`config.mk`:
```
export PLATFORM = sky130hd
export DESIGN_NAME = uart_rx_buffer
export DESIGN_NICKNAME = d
export VERILOG_FILES = /design/src/rtl/uart_pkg.sv /design/src/rtl/btn_debounce.sv /design/src/rtl/uart_rx_buffer.sv
export SDC_FILE = /design/constraint.sdc
export NUM_CORES = 1
export LEC_CHECK = 0
export CAP_MARGIN = 10
export CORE_MARGIN = 2
export CORE_UTILIZATION = 54
export CTS_CLUSTER_DIAMETER = 150
export DETAILED_ROUTE_END_ITERATION = 16
export GPL_ROUTABILITY_DRIVEN = 0
export PLACE_DENSITY = 0.82
export SLEW_MARGIN = 20
export SYNTH_ARGS = -nofsm -noshare
export SYNTH_HDL_FRONTEND = slang
export SYNTH_SLANG_ARGS = --single-unit
```
`constraint.sdc`:
```
create_clock -name clk -period 3.3 [get_ports clk]
set_clock_uncertainty 0.05 [all_clocks]
set_input_delay 0.99 -clock clk [delete_from_list [all_inputs] [get_ports clk]]
set_output_delay 0.99 -clock clk [all_outputs]
set_load 0.01 [all_outputs]
```
`src/rtl/uart_pkg.sv`:
```
// rtl/uart_pkg.sv - shared widths and FIFO entry type for the UART receive buffer
package uart_pkg;

    localparam int UART_DATA_W = 8;

    typedef struct packed {
        logic                   perr;
        logic [UART_DATA_W-1:0] data;
    } rx_entry_t;

endpackage

```
`src/rtl/btn_debounce.sv`:
```
// rtl/btn_debounce.sv - synchronizer, debounce counter and press detector for an active-low button
module btn_debounce #(
    parameter int DEBOUNCE_CYCLES = 500000
) (
    input  logic clk,
    input  logic rst,
    input  logic btn_n,
    output logic press_pulse
);

    localparam int CW = (DEBOUNCE_CYCLES > 1) ? $clog2(DEBOUNCE_CYCLES) : 1;
    localparam logic [CW-1:0] LAST = CW'(DEBOUNCE_CYCLES - 1);

    logic          sync1;
    logic          sync2;
    logic          stable;
    logic [CW-1:0] cnt;

    // Flops reset to the released level so leaving reset never looks like a press.
    always_ff @(posedge clk or posedge rst) begin
        if (rst) begin
            sync1       <= 1'b1;
            sync2       <= 1'b1;
            stable      <= 1'b1;
            cnt         <= '0;
            press_pulse <= 1'b0;
        end else begin
            sync1       <= btn_n;
            sync2       <= sync1;
            press_pulse <= 1'b0;
            if (sync2 == stable) begin
                cnt <= '0;
            end else if (cnt == LAST) begin
                stable      <= sync2;
                cnt         <= '0;
                press_pulse <= ~sync2;
            end else begin
                cnt <= cnt + CW'(1);
            end
        end
    end

endmodule

```
`src/rtl/uart_rx_buffer.sv`:
```
// rtl/uart_rx_buffer.sv - show-ahead FIFO of received UART bytes, popped by a debounced button
module uart_rx_buffer
    import uart_pkg::*;
#(
    parameter int DEPTH           = 8,
    parameter int DEBOUNCE_CYCLES = 500000
) (
    input  logic                       clk,
    input  logic                       rst,
    input  logic [UART_DATA_W-1:0]     rx_data,
    input  logic                       rx_valid,
    input  logic                       rx_perr,
    input  logic                       btn_pop,
    input  logic                       ovf_clr,
    output logic [UART_DATA_W-1:0]     head_data,
    output logic                       head_perr,
    output logic [$clog2(DEPTH):0]     count,
    output logic                       empty,
    output logic                       full,
    output logic                       overflow
);

    localparam int PTR_W = $clog2(DEPTH);
    localparam int CNT_W = PTR_W + 1;

    rx_entry_t        mem [DEPTH];
    rx_entry_t        in_entry;
    rx_entry_t        head_r;
    rx_entry_t        head_next;
    logic [PTR_W-1:0] wr_ptr;
    logic [PTR_W-1:0] rd_ptr;
    logic [PTR_W-1:0] rd_next;
    logic [CNT_W-1:0] count_r;
    logic [CNT_W-1:0] count_next;
    logic             pop;
    logic             pop_ok;
    logic             push;
    logic             drop;

    btn_debounce #(
        .DEBOUNCE_CYCLES(DEBOUNCE_CYCLES)
    ) u_btn_debounce (
        .clk        (clk),
        .rst        (rst),
        .btn_n      (btn_pop),
        .press_pulse(pop)
    );

    assign empty     = (count_r == '0);
    assign full      = (count_r == CNT_W'(DEPTH));
    assign count     = count_r;
    assign head_data = head_r.data;
    assign head_perr = head_r.perr;

    always_comb begin
        in_entry = '{perr: rx_perr, data: rx_data};
        pop_ok   = pop && !empty;
        push     = rx_valid && (!full || pop);
        drop     = rx_valid && full && !pop;
        rd_next  = pop_ok ? rd_ptr + PTR_W'(1) : rd_ptr;
        case ({push, pop_ok})
            2'b10:   count_next = count_r + CNT_W'(1);
            2'b01:   count_next = count_r - CNT_W'(1);
            default: count_next = count_r;
        endcase
        // The incoming byte bypasses storage when it lands exactly at the new head.
        if (count_next == '0)
            head_next = '0;
        else if (push && (rd_next == wr_ptr))
            head_next = in_entry;
        else
            head_next = mem[rd_next];
    end

    always_ff @(posedge clk or posedge rst) begin
        if (rst) begin
            wr_ptr   <= '0;
            rd_ptr   <= '0;
            count_r  <= '0;
            head_r   <= '0;
            overflow <= 1'b0;
        end else begin
            if (push)
                wr_ptr <= wr_ptr + PTR_W'(1);
            rd_ptr  <= rd_next;
            count_r <= count_next;
            head_r  <= head_next;
            if (drop)
                overflow <= 1'b1;
            else if (ovf_clr)
                overflow <= 1'b0;
        end
    end

    always_ff @(posedge clk) begin
        if (push)
            mem[wr_ptr] <= in_entry;
    end

endmodule
```
==> qor.yml, run 1 <==
run_status:
  outcome: "finished, final reports clean"
floorplanning:
  die_area_mm2: 0.0110
  dieWidth_um: 105
  boundary_pins: 30
  num_rows: 36
  coreArea_mm2: 0.00982
  die_y_um: 105
  floorplan.initialDensity_pct: 55.7
route:
  wirelength_met1_um: 4840
  drc_errors: 0
  drt_iter0_markers: 236
  dr_wl_met2_um: 6390
  detail_route.first_pass.iterations: 5
  detailroute.wirelength.met3_um: 861
  route.vias.total: 3897
  drt-wirelength-per-cell_um: 20.3
  vias_per_cell: 6.33
  highest-signal-layer: "met4"
  detail-route-antenna-nets: 0
  wirelength_um: 12500
placement:
  numPortBuffers: 29
  post_detail_place_hpwl_um: 7890
  dp.cells: 584
cts:
  path_clk_slew_ns: 0.06
  ctsHoldBuffers: 0
  numClockSinks: 115
  cts_htree_levels: 4
  cts_buffers: 17
  tritoncts_clock_tree: "yes"
  ctsLongestPathBuffers: 2
  clk_root_buffer_cell: "sky130_fd_sc_hd__clkbuf_8"
  clock_latency_ns: 0.54
global_routing:
  gr-total-overflow: 0
  grt_antenna_before_repair: 0
  first_global_vias: 4088
  pin_count_of_the_biggest_net_entering_global_routing: 38
  groute.usage.overall_pct: 24.3
  grt_first_pass_wirelength_um: 20500
timing:
  setup_viol: 0
  maxSlewHeadroom_pct: 43.6
  worst_slew_pin_slew_ns: 0.843
  finalMaxSlewViolations: 0
  time_the_worst_path_needs_with_i_o_delays_and_setup_ns: 3.18
  rsz0062_at_grt: "false"
  max_freq_mhz: 315
  fin_crit_sh_pct: 96.3
  timing_hold_violations_final: 0
critical_path:
  cp.arrival_ns: 3.51
  r2r_slack_ns: 0.12
  rr_worst_depth: 12
  setup.worst_path.end_class: "flop"
  critical_register_to_register_path_startpoint: "count[1]"
  critPathLaunchType: "flop"
  endpoint: "head_data[5]"
  timing.critical_path.required_ns: 3.63
  critical_path_class: "flop to flop"
  worstReg2RegEnd: "head_data[5]"
  worst_path_max_fanout: 9
  timing.critical_path.from: "count[1]"
synth:
  syn-mean-instance-area_um2: 13.0
  postSynthNetCount: 442
  yosysSeqAreaShare_pct: 59.2
  synth_edf_count: 72
  ys_ff_latch: 115
  postSynth.topFlopCell: "sky130_fd_sc_hd__edfxtp_1"
  share_of_flip_flops_with_an_asynchronous_set_or_reset_pct: 37.4
  ys_types: 49
  yosysWarnings: 0
  post_synth_inst_count: 422
  synth.cell_area_mm2: 0.00547
final_layout:
  finish.utilization_pct: 67.7
  n_antenna_cell: 0
  finish.net_count: 490
  drive_above_1_share_pct: 16.8
  mostFrequentLayoutCell: "sky130_fd_sc_hd__edfxtp_1"
  highest_count_cells_in_the_layout_ignoring_fill_and_taps: "72 x sky130_fd_sc_hd__edfxtp_1, 39 x sky130_fd_sc_hd__dfrtp_1, 37 x sky130_fd_sc_hd__mux2i_1"
  flow.area_growth_from_synthesis_pct: 21.5
  finish.cell_count_without_fillers: 616
hold_path:
  min-delay-path-class: "flop to flop"
  hp-start: "u_btn_debounce.sync1"
pwr:
  p_leak_nw: 2.38
  power.ir.vdd_worst_mv: 0.276
  power-per-cell-area_mw_per_mm2: 701
job:
  drv_cap: 0
[state kept, by name, summed over array words and instances (netlist names), 3 cells and up]
| signal | count |
|---|---|
| wr_ptr | 3 |
| mem | 72 |
| count | 4 |
| head_data | 8 |
| u_btn_debounce.cnt | 19 |
| rd_ptr | 3 |
[cell families after synthesis]
family                     synth area share (%)
AOI/OAI and AO/OA                          13.2
xor gates and xnor gates                   4.62
adders and majority gates                  1.37
buffers and inverters                      3.22
DFF                                        59.2
muxes                                      7.18
and+or+nand+nor                            11.2
[power by group]
group / leakage (nW) / internal, mW / switching (mW)
Clock: 0.300 / 1.16 / 0.625
Combinational: 0.874 / 0.448 / 0.494
Sequential: 1.21 / 1.79 / 0.149
[Yosys cell counts (2+ instances only)]
cell type | count | area, um^2
sky130_fd_sc_hd__a32oi_1 | 9 | 78.8
sky130_fd_sc_hd__dfstp_2 | 3 | 78.8
sky130_fd_sc_hd__nor2_1 | 30 | 113
sky130_fd_sc_hd__a21oi_1 | 2 | 10.0
sky130_fd_sc_hd__inv_1 | 7 | 26.3
sky130_fd_sc_hd__mux2i_1 | 37 | 370
sky130_fd_sc_hd__nand2_1 | 13 | 48.8
sky130_fd_sc_hd__buf_1 | 2 | 7.51
sky130_fd_sc_hd__buf_4 | 2 | 15.0
sky130_fd_sc_hd__and4_1 | 3 | 26.3
sky130_fd_sc_hd__or2_2 | 2 | 12.5
sky130_fd_sc_hd__a22oi_1 | 9 | 67.6
sky130_fd_sc_hd__nand3_1 | 16 | 80.1
sky130_fd_sc_hd__xor2_1 | 8 | 70.1
sky130_fd_sc_hd__nor4_1 | 3 | 18.8
sky130_fd_sc_hd__nand4_1 | 4 | 25.0
sky130_fd_sc_hd__clkbuf_1 | 16 | 60.1
sky130_fd_sc_hd__nor4b_1 | 2 | 17.5
sky130_fd_sc_hd__o221ai_1 | 36 | 315
sky130_fd_sc_hd__nor3_1 | 19 | 95.1
sky130_fd_sc_hd__a221o_1 | 9 | 90.1
sky130_fd_sc_hd__dfrtp_1 | 40 | 1000
sky130_fd_sc_hd__nor2b_1 | 3 | 18.8
sky130_fd_sc_hd__nand2b_1 | 7 | 43.8
sky130_fd_sc_hd__ha_1 | 6 | 75.1
sky130_fd_sc_hd__buf_2 | 4 | 20.0
sky130_fd_sc_hd__edfxtp_1 | 72 | 2160
sky130_fd_sc_hd__a311oi_1 | 8 | 70.1
sky130_fd_sc_hd__buf_6 | 3 | 33.8
sky130_fd_sc_hd__xnor2_1 | 19 | 166
sky130_fd_sc_hd__nand3b_1 | 2 | 15.0
sky130_fd_sc_hd__and3_1 | 7 | 43.8
sky130_fd_sc_hd__clkinv_1 | 2 | 7.51
sky130_fd_sc_hd__mux2_2 | 2 | 22.5
[worst max-delay path, cell delays in order (launching register included)]
cell and delay, ns:
sky130_fd_sc_hd__dfrtp_1 0.37, sky130_fd_sc_hd__or4b_2 0.72, sky130_fd_sc_hd__nor2_2 0.13, sky130_fd_sc_hd__nor2b_1 0.08
sky130_fd_sc_hd__clkinv_2 0.08, sky130_fd_sc_hd__ha_1 0.19, sky130_fd_sc_hd__buf_4 0.14, sky130_fd_sc_hd__nand2b_1 0.06
sky130_fd_sc_hd__a2111o_1 0.45, sky130_fd_sc_hd__and3_4 0.21, sky130_fd_sc_hd__nor4b_4 0.29, sky130_fd_sc_hd__buf_6 0.18
sky130_fd_sc_hd__a311oi_1 0.06
[cell type report]
class,count,area (um^2)
inverters,10,41.3
well taps,133,166
multi-input cells,270,2100
clock buffers,27,567
clock inverters,5,28.8
repair buffers,56,499
fillers,671,3170
flip-flops and latches,115,3240
[worst min path at each step]
stage / cells past startpoint / end / slack [ns]
2_1_floorplan: 0 / u_btn_debounce.sync2 / 0.30
3_3_place_gp: 0 / u_btn_debounce.sync2 / 0.30
3_5_place_dp: 0 / u_btn_debounce.sync2 / 0.30
4_1_cts: 0 / u_btn_debounce.sync2 / 0.31
5_1_grt: 0 / u_btn_debounce.sync2 / 0.31
6_report: 0 / u_btn_debounce.sync2 / 0.31
[stage by stage]
stage / cell area (um^2) / worst slack (ns) / hold WS [ns] / power (mW) / setup TNS [ns]
6_report: 6650 / 0.121 / 0.308 / 4.66 / 0
4_1_cts: 6630 / 0.00714 / 0.312 / 4.66 / 0
3_3_place_gp: 6030 / -0.243 / 0.298 / 2.82 / -2.17
3_5_place_dp: 6030 / -0.327 / 0.303 / 2.87 / -2.84
5_1_grt: 6650 / 0.000379 / 0.313 / 4.83 / 0
2_1_floorplan: 5510 / 0.00982 / 0.295 / 2.43 / 0
[routing by layer]
metal / vias to the layer above / GRT usage (%)
li1: 1765 / -
met1: 1925 / 28.7
met2: 161 / 40.5
met3: 46 / 7.30
met4: 0 / 12.0
met5: - / 0
[timing repair]
action	in CTS	in global routing
gates resized for setup	0	6
setup endpoints to repair	0	10
setup buffers	0	0
No activity file was read; power rests on OpenSTA's default activity.
==> inputs of run 2 (changes only) <==
--- a/config.mk
+++ b/config.mk
@@ -12,7 +12,9 @@
 export DETAILED_ROUTE_END_ITERATION = 16
 export GPL_ROUTABILITY_DRIVEN = 0
 export PLACE_DENSITY = 0.82
+export SETUP_SLACK_MARGIN = 0.3
 export SLEW_MARGIN = 20
 export SYNTH_ARGS = -nofsm -noshare
 export SYNTH_HDL_FRONTEND = slang
+export SYNTH_HIERARCHICAL = 1
 export SYNTH_SLANG_ARGS = --single-unit
==> run 2 against run 1 <==
- combinational power is 6% higher
- cell count up 0.65%
- synthesized cell count down 2.6%
- global-route usage fell by 0.90 points
- via count is 4.2% lower
- setup slack improved by 0.18 ns
- area after synthesis rose by 4.0%
- routed wire length shrank 1.8%
- clock-buffer cell count down 10
- die area up 3.8%
- critical path depth unchanged
- critical endpoint is now head_perr
- core utilization fell by 0.51 points
==> qor.yml, run 2 <==
final_layout:
  largest_reg_flops: 72  # unchanged
  mostFrequentLayoutCell: "sky130_fd_sc_hd__edfxtp_1"
  finish.cell_count_without_fillers: 620  # +0.65%
  highest_count_cells_in_the_layout_ignoring_fill_and_taps: "72 x sky130_fd_sc_hd__edfxtp_1, 71 x sky130_fd_sc_hd__mux2i_1, 36 x sky130_fd_sc_hd__dfrtp_1"
  finish.net_count: 491  # +0.20%
  fill_cell_total_of_the_finished_layout: 723  # +7.7%
  multi_input_area_mm2: 0.00238  # +13%
  finish.utilization_pct: 67.2  # -0.51 points
  finalInstanceArea_mm2: 0.00691  # +3.9%
  flow.area_growth_from_synthesis_pct: 21.4  # about the same
  drive_above_1_share_pct: 23.1  # +6.4 points
  largest_register: "mem"
  n_antenna_cell: 0  # unchanged
  sequential_cell_area_mm2: 0.00325  # +0.12%
synth:
  post_synth_main_area_contributors: "sky130_fd_sc_hd__edfxtp_1 38%, sky130_fd_sc_hd__dfrtp_1 18%, sky130_fd_sc_hd__mux2i_1 12%, sky130_fd_sc_hd__mux4_2 6.7%, sky130_fd_sc_hd__xnor2_1 2.9%"
  post_synth_inst_count: 411  # -2.6%
  synth_top_cells_by_count: "72 x sky130_fd_sc_hd__edfxtp_1, 71 x sky130_fd_sc_hd__mux2i_1, 40 x sky130_fd_sc_hd__dfrtp_1"
  yosysWarnings: 6  # +6
  postSynthNetCount: 431  # -2.5%
  syn-mean-instance-area_um2: 13.8  # +6.7%
  share_of_flip_flops_with_an_asynchronous_set_or_reset_pct: 37.4  # unchanged
  netlist.area_leader.share_pct: 38.0  # -1.5 points
  postSynth.topFlopCell: "sky130_fd_sc_hd__edfxtp_1"
  post-synth-top-count-cell: "sky130_fd_sc_hd__edfxtp_1"
  yosysSeqAreaShare_pct: 57.0  # -2.3 points
  ys_types: 54  # +10%
  synthDominantAreaCellType: "sky130_fd_sc_hd__edfxtp_1"
  ys_ff_latch: 115  # unchanged
  synth.cell_area_mm2: 0.00569  # +4.0%
  synth_edf_count: 72  # unchanged
cts:
  ctsHoldBuffers: 0  # unchanged
  clock_latency_ns: 0.53  # about the same
  numClockSinks: 115  # unchanged
  path_clk_slew_ns: 0.06  # about the same
  ctsLongestPathBuffers: 2  # unchanged
  cts_htree_levels: 4  # unchanged
  clk_root_buffer_cell: "sky130_fd_sc_hd__clkbuf_8"
  cts_buffers: 17  # unchanged
  tritoncts_clock_tree: "yes"
route:
  wirelength_um: 12300  # -1.8%
  drt-wirelength-per-cell_um: 19.9  # -2.4%
  detail-route-antenna-nets: 0  # unchanged
  vias_per_cell: 6.02  # -4.9%
  route.vias.total: 3732  # -4.2%
  drc_errors: 0  # unchanged
  drt_iter0_markers: 273  # +16%
  detail_route.first_pass.iterations: 5  # unchanged
critical_path:
  timing.critical_path.required_ns: 3.66  # +0.03 ns
  endpoint: "head_perr"
  timing.critical_path.from: "count[0]"
  worst_path_max_fanout: 8  # -1
  cp.arrival_ns: 3.36  # -0.15 ns
  critical_path_class: "flop to flop"
  setup.worst_path.end_class: "flop"
  rr_worst_depth: 12  # unchanged
  critical_register_to_register_path_startpoint: "count[0]"
  r2r_slack_ns: 0.30  # +0.18 ns
  critPathLaunchType: "flop"
  worstReg2RegEnd: "head_perr"
timing:
  final.hold.worst_slack_ns: 0.311  # +0.00223 ns
  time_the_worst_path_needs_with_i_o_delays_and_setup_ns: 3.00  # -0.183 ns
  max_freq_mhz: 334  # +6.1%
  timing_hold_violations_final: 0  # unchanged
  worst_slew_pin_slew_ns: 0.895  # +0.0523 ns
  fin_crit_sh_pct: 90.8  # -5.5 points
  setup_viol: 0  # unchanged
  rsz0062_at_grt: "true"
  finalMaxSlewViolations: 0  # unchanged
  maxSlewHeadroom_pct: 40.3  # -3.3 points
placement:
  dp.cells: 577  # -1.2%
  post_detail_place_hpwl_um: 7600  # -3.7%
  placement.cell_area_mm2: 0.00623  # +3.3%
  numPortBuffers: 29  # unchanged
floorplanning:
  die_area_mm2: 0.0114  # +3.8%
  num_rows: 37  # +2.8%
  floorplan.initialDensity_pct: 55.4  # -0.38 points
  boundary_pins: 30  # unchanged
  coreArea_mm2: 0.0103  # +4.7%
  die_y_um: 107  # +1.9%
  dieWidth_um: 107  # +1.9%
hold_path:
  min-delay-path-class: "flop to flop"
global_routing:
  grt_first_pass_wirelength_um: 19800  # -3.4%
  first_global_vias: 3837  # -6.1%
  grt_antenna_before_repair: 0  # unchanged
  groute.usage.overall_pct: 23.4  # -0.90 points
  pin_count_of_the_biggest_net_entering_global_routing: 39  # +2.6%
  gr-total-overflow: 0  # unchanged
job:
  drv_cap: 0  # unchanged
pwr:
  power.ir.vdd_worst_mv: 0.400  # +45%
  power-per-cell-area_mw_per_mm2: 672  # -4.2%
  p_leak_nw: 2.44  # +2.5%
run_status:
  outcome: "finished, final reports clean"
==> run 2: worst min path at each step <==
stage                         startpoint                   end  slack (ns)  cells after the start
floorplan           u_btn_debounce/sync1  u_btn_debounce/sync2        0.30                      0
global placement    u_btn_debounce/sync1  u_btn_debounce/sync2        0.30                      0
detailed placement  u_btn_debounce/sync1  u_btn_debounce/sync2        0.30                      0
CTS                 u_btn_debounce/sync1  u_btn_debounce/sync2        0.31                      0
global route        u_btn_debounce/sync1  u_btn_debounce/sync2        0.31                      0
finish              u_btn_debounce/sync1  u_btn_debounce/sync2        0.31                      0
==> run 2: kinds of logic (layout without fill, tap and decap cells) <==
logic type      after synthesis  count (layout)  synth area share (%)
mux                          90              90                  19.6
flops                       115             115                  57.0
xor+xnor                     25              25                  4.18
compound gates               30              30                  4.40
fa+ha+maj                     6               6                  1.32
simple gates                114             114                  11.1
buf+inv                      31             104                  2.44
==> run 2: critical path, cell delays in order (launching register included) <==
cell,delay [ns]
sky130_fd_sc_hd__dfrtp_2,0.47
sky130_fd_sc_hd__o41ai_4,0.42
sky130_fd_sc_hd__inv_2,0.10
sky130_fd_sc_hd__ha_4,0.18
sky130_fd_sc_hd__xor2_1,0.14
sky130_fd_sc_hd__ha_2,0.17
sky130_fd_sc_hd__a21oi_2,0.12
sky130_fd_sc_hd__mux2i_1,0.25
sky130_fd_sc_hd__xnor2_1,0.12
sky130_fd_sc_hd__nor4b_2,0.29
sky130_fd_sc_hd__buf_4,0.20
sky130_fd_sc_hd__nor2_4,0.07
sky130_fd_sc_hd__a32o_2,0.30
==> run 2: power breakdown <==
| part | switching [mW] | internal, mW |
|---|---|---|
| clock network | 0.668 | 0.999 |
| logic | 0.482 | 0.520 |
| registers | 0.187 | 1.79 |
==> run 2: through the flow <==
| step | TNS, ns | setup slack [ns] | power, mW |
|---|---|---|---|
| after floorplan | 0 | 0.314 | 2.44 |
| after global placement | -2.65 | -0.333 | 2.83 |
| after detailed placement | -3.79 | -0.485 | 2.88 |
| after CTS | 0 | 0.310 | 4.60 |
| after global routing | 0 | 0.207 | 4.83 |
| final | 0 | 0.304 | 4.64 |
==> run 2: final cells by class <==
class / count / share of cell area (%)
repair buffers: 59 / 7.52
clock inverters: 15 / 1.92
inverters: 13 / 0.706
flip-flops and latches: 115 / 47.0
clock buffers: 17 / 6.00
well taps: 136 / 2.46
multi-input cells: 265 / 34.4
==> run 2: layer usage <==
metal | global-route usage [%] | part of all wire (%) | up-vias | wire (um)
li1 | - | - | 1684 | -
met1 | 30.6 | 41 | 1873 | 4990
met2 | 37.1 | 51 | 148 | 6240
met3 | 5.23 | 6.3 | 27 | 779
met4 | 11.7 | 2.5 | 0 | 303
met5 | 0 | 0 | - | 0
==> run 2: repair_timing <==
action | in CTS | in global routing
resized for setup | 8 | 9
setup buffers | 5 | 6
pin swaps | 3 | 15
endpoints found under the setup margin | 10 | 9
==> inputs of run 3 (changes only) <==
--- a/config.mk
+++ b/config.mk
@@ -5,7 +5,7 @@
 export SDC_FILE = /design/constraint.sdc
 export NUM_CORES = 1
 export LEC_CHECK = 0
-export CAP_MARGIN = 10
+export CAP_MARGIN = 15
 export CORE_MARGIN = 2
 export CORE_UTILIZATION = 54
 export CTS_CLUSTER_DIAMETER = 150
@@ -13,7 +13,6 @@
 export GPL_ROUTABILITY_DRIVEN = 0
 export PLACE_DENSITY = 0.82
 export SETUP_SLACK_MARGIN = 0.3
-export SLEW_MARGIN = 20
 export SYNTH_ARGS = -nofsm -noshare
 export SYNTH_HDL_FRONTEND = slang
 export SYNTH_HIERARCHICAL = 1
==> results of run 3 <==
The final DEF is identical to that of run 2; final timing and power are the same.
